$ cat src/rtl/reg_writeback_arbiter.sv
// Sole driver of the register-file write port: merges the ALU stream with buffered
// long-latency results and tracks registers still waiting on a long-latency writeback.
module reg_writeback_arbiter #(
    parameter int DEPTH      = 4,
    parameter int STARVE_MAX = 8
) (
    input  logic                       clk_i,
    input  logic                       rst_i,
    input  logic                       alu_we_i,
    input  logic [4:0]                 alu_addr_i,
    input  logic [31:0]                alu_data_i,
    input  logic                       lu_valid_i,
    output logic                       lu_ready_o,
    input  logic [4:0]                 lu_addr_i,
    input  logic [31:0]                lu_data_i,
    input  logic                       issue_i,
    input  logic [4:0]                 issue_addr_i,
    output logic                       RegWrite_o,
    output logic [4:0]                 RDaddr_o,
    output logic [31:0]                RDdata_o,
    output logic [31:0]                pending_o,
    output logic                       stall_o,
    output logic [$clog2(DEPTH):0]     count_o,
    output logic                       err_o
);

    localparam int AW = $clog2(DEPTH);
    localparam int CW = AW + 1;
    localparam int SW = $clog2(STARVE_MAX + 1);
    localparam logic [CW-1:0] FULL_C = CW'(DEPTH);
    localparam logic [SW-1:0] SMAX_C = SW'(STARVE_MAX);

    logic [4:0]    fifo_addr [DEPTH];
    logic [31:0]   fifo_data [DEPTH];
    logic [AW-1:0] wr_ptr_q, rd_ptr_q;
    logic [CW-1:0] count_q, count_d;
    logic [SW-1:0] starve_q, starve_d;
    logic [31:0]   pending_q, pending_d;
    logic          stall_q, err_q, we_q;
    logic [4:0]    addr_q;
    logic [31:0]   data_q;

    logic          alu_sel, fifo_empty, push, pop;
    logic [4:0]    head_addr;
    logic [31:0]   head_data;

    // An ALU write aimed at r0 is a no-op, so it must not steal the port from the FIFO.
    assign alu_sel    = alu_we_i & (alu_addr_i != 5'd0);
    assign fifo_empty = (count_q == '0);
    assign pop        = ~alu_sel & ~fifo_empty;
    assign lu_ready_o = (count_q < FULL_C) & ~rst_i;
    assign push       = lu_valid_i & lu_ready_o & (lu_addr_i != 5'd0);
    assign head_addr  = fifo_addr[rd_ptr_q];
    assign head_data  = fifo_data[rd_ptr_q];

    // NOTE: every variable gets a default first, so no path through always_comb infers a latch.
    always_comb begin
        count_d = count_q;
        case ({push, pop})
            2'b10:   count_d = count_q + CW'(1);
            2'b01:   count_d = count_q - CW'(1);
            default: count_d = count_q;
        endcase

        starve_d = starve_q;
        if (fifo_empty || pop) begin
            starve_d = '0;
        end else if (starve_q != SMAX_C) begin
            starve_d = starve_q + SW'(1);
        end

        // Clear before set so a same-cycle issue to the popped register stays pending.
        pending_d = pending_q;
        if (pop) begin
            pending_d[head_addr] = 1'b0;
        end
        if (issue_i) begin
            pending_d[issue_addr_i] = 1'b1;
        end
        pending_d[0] = 1'b0;
    end

    // NOTE: sequential state uses non-blocking assignments so all flops update off the same pre-edge values.
    always_ff @(posedge clk_i or posedge rst_i) begin
        if (rst_i) begin
            we_q      <= 1'b0;
            addr_q    <= '0;
            data_q    <= '0;
            wr_ptr_q  <= '0;
            rd_ptr_q  <= '0;
            count_q   <= '0;
            starve_q  <= '0;
            pending_q <= '0;
            stall_q   <= 1'b0;
            err_q     <= 1'b0;
        end else begin
            if (alu_sel) begin
                we_q   <= 1'b1;
                addr_q <= alu_addr_i;
                data_q <= alu_data_i;
            end else if (pop) begin
                we_q   <= 1'b1;
                addr_q <= head_addr;
                data_q <= head_data;
            end else begin
                we_q   <= 1'b0;
            end

            if (push) begin
                wr_ptr_q <= wr_ptr_q + AW'(1);
            end
            if (pop) begin
                rd_ptr_q <= rd_ptr_q + AW'(1);
            end

            count_q   <= count_d;
            starve_q  <= starve_d;
            pending_q <= pending_d;
            stall_q   <= (starve_d == SMAX_C);
            if (alu_we_i && stall_q) begin
                err_q <= 1'b1;
            end
        end
    end

    // NOTE: the storage array is deliberately not reset; count and pointers alone decide what is valid.
    always_ff @(posedge clk_i) begin
        if (push) begin
            fifo_addr[wr_ptr_q] <= lu_addr_i;
            fifo_data[wr_ptr_q] <= lu_data_i;
        end
    end

    assign RegWrite_o = we_q;
    assign RDaddr_o   = addr_q;
    assign RDdata_o   = data_q;
    assign pending_o  = pending_q;
    assign stall_o    = stall_q;
    assign count_o    = count_q;
    assign err_o      = err_q;

endmodule

$ cat config.mk
export PLATFORM = sky130hd
export DESIGN_NAME = reg_writeback_arbiter
export DESIGN_NICKNAME = d
export VERILOG_FILES = /design/src/rtl/reg_writeback_arbiter.sv
export SDC_FILE = /design/constraint.sdc
export NUM_CORES = 1
export LEC_CHECK = 0
export ABC_AREA = 1
export CAP_MARGIN = 5
export CORE_ASPECT_RATIO = 2
export CORE_UTILIZATION = 37
export CTS_BUF_LIST = sky130_fd_sc_hd__clkbuf_4 sky130_fd_sc_hd__clkbuf_8
export CTS_CLUSTER_DIAMETER = 80
export DETAILED_ROUTE_END_ITERATION = 6
export PLACE_DENSITY = 0.63
export SLEW_MARGIN = 20
export SYNTH_ARGS = -nofsm -noshare
export SYNTH_HDL_FRONTEND = slang
export SYNTH_SLANG_ARGS = --single-unit
$ cat constraint.sdc
create_clock -name clk_i -period 3.1 [get_ports clk_i]
set_clock_uncertainty 0.2 [all_clocks]
set_input_delay 0.31 -clock clk_i [delete_from_list [all_inputs] [get_ports clk_i]]
set_output_delay 0.31 -clock clk_i [all_outputs]
set_load 0.02 [all_outputs]
==> results.md <==
* Switching share of power at around 38%
* Die height at 230 microns
* F_max at around 350 MHz
* Result of the run: complete, no violations
* Max incr delay on CP at slightly above 700 ps
* Routed WL at 24.2 mm
* Unique masters post-synth at 31
* Fill cells at between 2000 and 2500
* Final GP Congestion at 0.835
* CTS H-Tree Depth at 1
* Top cells by area, synth: edfxtp_1, dfrtp_1, nand2_1
* CP max FO at 27
* Cells along the critical path: dlygate4sd3_1 -> clkdlybuf4s50_1 -> nor2_1 -> nand3_1 -> buf_12 -> nor2_4 -> buf_4
* Initial antenna violation count at 1
* Drt first pass iters at 5
* Slowest-stage cell, CP: nor2_4
* FF-to-FF Start: count_o[2]
* Clock sinks at 230
* Root buffer cell: clkbuf_8
* Via Count at just under 7000
* WHS Endpoint: RDdata_o[21]
* Int Power at roughly 6900 uW
* Layout Nets at 1176
* Worst path required time at ~3200 ps
* CP Launch Point: rst_i
* Slew @ Worst Pin at around 950 ps
* Share of layout cells above drive strength 1 at about a tenth
* Reg-to-reg endpoint: fifo_data[3][11]
* CP startpoint kind: input port
* Commonest cells after routing, fill and taps aside: nand2_1, clkdlybuf4s50_1, edfxtp_1
* Endpoints failing setup at 0
* Die area at ~27000 sq um
* WS Path Type: in -> reg
* Syn Area/Cell at ~11 sq um
* Setup ws final at 239 ps
* Routed Antenna Nets at 0
* CTS tree: built
* Clock group share of total power at between 20 and 25%
* Dominant cell type by area after synthesis: edfxtp_1
* GR Overflow Total at 0
* Number of setup buffers added after CTS at 0
* DR iter-0 viols at between 300 and 400
* Skew-Pair Late Insertion Delay at ~600 ps
* Routed vias/inst at between 4 and 5
* Pre-CTS setup slack at 77.6 ps
* Starting density of the core at 37.6%
* RSZ-0062 raised after global routing: false
* TritonCTS Buffers at 31
* Reg2reg setup slack at between 500 and 600 ps
* Comb pwr share at between 30% and 40%
* Total Power at between 10000 and 15000 uW
* VDD IR-drop max at around 0.29 mV
* Pins Over Slew Limit at 0
* Synth Instances at just over 900
* Relative slew margins at a little over a third
* Largest net degree at the start of global routing at 60
* Ports at 160
* Clk pin slew, worst setup/hold paths at roughly 70 ps
* First-pass GRT wire length at approximately 37 mm
* Hold crit path type: in -> reg
* Count of final hold-check violations at 0
* Port Buffers at roughly 160
* Total number of yosys warnings at 0
* Fin crit period at approximately 2900 ps
* #FFs+latches synth at 230
* Residual DRC at 0
* Hold_sp: alu_data_i[21]
* P_leak at 0.00483 uW
* Max-Cap Viols at 0
* Die width at roughly 120 microns
* Vias in the first global route at 7033
* Area share of the largest cell type after synthesis at ~46%
* Detailed placement HPWL at between 15 and 20 mm
* Sequential power share at roughly two fifths
* CTS max path bufs at 3
* Synth Cell Area at approximately 9600 sq um
* Core Region at 25500 sq um
* Sequential-to-total area share from yosys stat at between 60% and 70%
* Worst setup EP type: flop
* Global-route usage over all layers at approximately a fifth
* Worst hold path depth at 3
* Sw power at 4160 uW
* # rows at 83
* Area growth syn-to-layout at 28.2%
* Post-CTS sizing at 0
* Worst EP arrival at between 2000 and 3000 ps
* Most common cell after layout, fill and taps aside: nand2_1
* Synth Net Count at 1001
* R2R depth at 5
* Routed len/inst at approximately 17 microns
* Period utilization at just over 90%
* PwrDens at 900 nW/um^2
power groups by stage:
stage | Sequential (uW) | Combinational [uW] | Clock, uW
final | 4290 | 4310 | 2480
after global routing | 4360 | 4760 | 2640
after global placement | 4350 | 4300 | 0
after floorplan | 4820 | 2070 | 0
after CTS | 4300 | 4380 | 2540
after detailed placement | 4360 | 4370 | 0
repair_timing:
action,in CTS,in global routing
hold endpoints to repair,28,0
setup endpoints to repair,0,0
hold buffers,1,0
sequential cells by signal, indices dropped and copies added, names as in the netlist:
signal      count
fifo_addr      20
stall_o         1
RDdata_o       32
count_o         3
RegWrite_o      1
starve_q        4
fifo_data     128
rd_ptr_q        2
pending_o      31
err_o           1
wr_ptr_q        2
RDaddr_o        5
worst max path at each step:
stage / end / cells after the start
finish: fifo_data[3][11] / 7
global route: fifo_data[3][16] / 7
CTS: fifo_data[3][11] / 7
detailed placement: fifo_data[3][27] / 7
global placement: fifo_data[3][29] / 7
floorplan: fifo_addr[0][0] / 3
cell usage after synthesis:
cell / count
nand2_1: 337
edfxtp_1: 148
dfrtp_1: 82
o21ai_0: 81
nor2_1: 65
nand3_1: 55
inv_1: 23
buf_2: 16
nor3_1: 10
clkbuf_1: 9
nand2_2: 9
a21oi_1: 8
o22ai_1: 8
buf_4: 7
ha_1: 7
nor2_4: 7
buf_6: 5
nor2_2: 5
o211ai_1: 5
inv_2: 4
o21ai_2: 4
xnor2_1: 3
xor2_1: 3
a21o_1: 1
buf_1: 1
conb_1: 1
fa_1: 1
mux2_2: 1
nand2_4: 1
nand3b_1: 1
nor3_4: 1
stage by stage:
step	std cells	setup TNS [ps]	area, sq um	utilization [%]	hold slack (ps)
final	1448	0	12300	48.2	90.4
after global routing	1448	0	12300	48.2	111
after CTS	1447	0	12300	48.2	66.3
after detailed placement	1390	0	11600	45.5	256
after global placement	1390	0	11600	45.5	241
after floorplan	909	-47490	9610	-	209
kinds of logic after synthesis:
group	Yosys count	share of synthesized area, %
compound gates	107	5.99
xor+xnor	6	0.547
fa+ha+maj	8	1.12
buf+inv	65	3.41
flops	230	67.6
mux	1	0.117
other cells	1	0.0390
simple gates	491	21.2
metal layers:
metal | vias to the layer above | share of wire [%] | GRT usage [%]
met5 | - | 0 | 0
met2 | 193 | 57 | 36.6
met4 | 0 | 4.3 | 9.58
li1 | 3386 | - | -
met3 | 71 | 4.6 | 2.71
met1 | 3279 | 34 | 18.0
cell type report:
cell class	instances	area (sq um)	area share [%]
inverter	27	103	0.833
clock buffer	40	519	4.21
sequential	230	6500	52.7
clock inverter	16	156	1.27
antenna	1	2.50	0.0203
multi-input combinational	614	2820	22.9
timing repair buffer	180	1800	14.6
tap	340	425	3.45
worst max-delay path: cells and delay by family:
kind          cells  cell delay (ps)
buf+inv           4             1560
simple gates      3             1060
No activity file was read; power rests on OpenSTA's default activity.
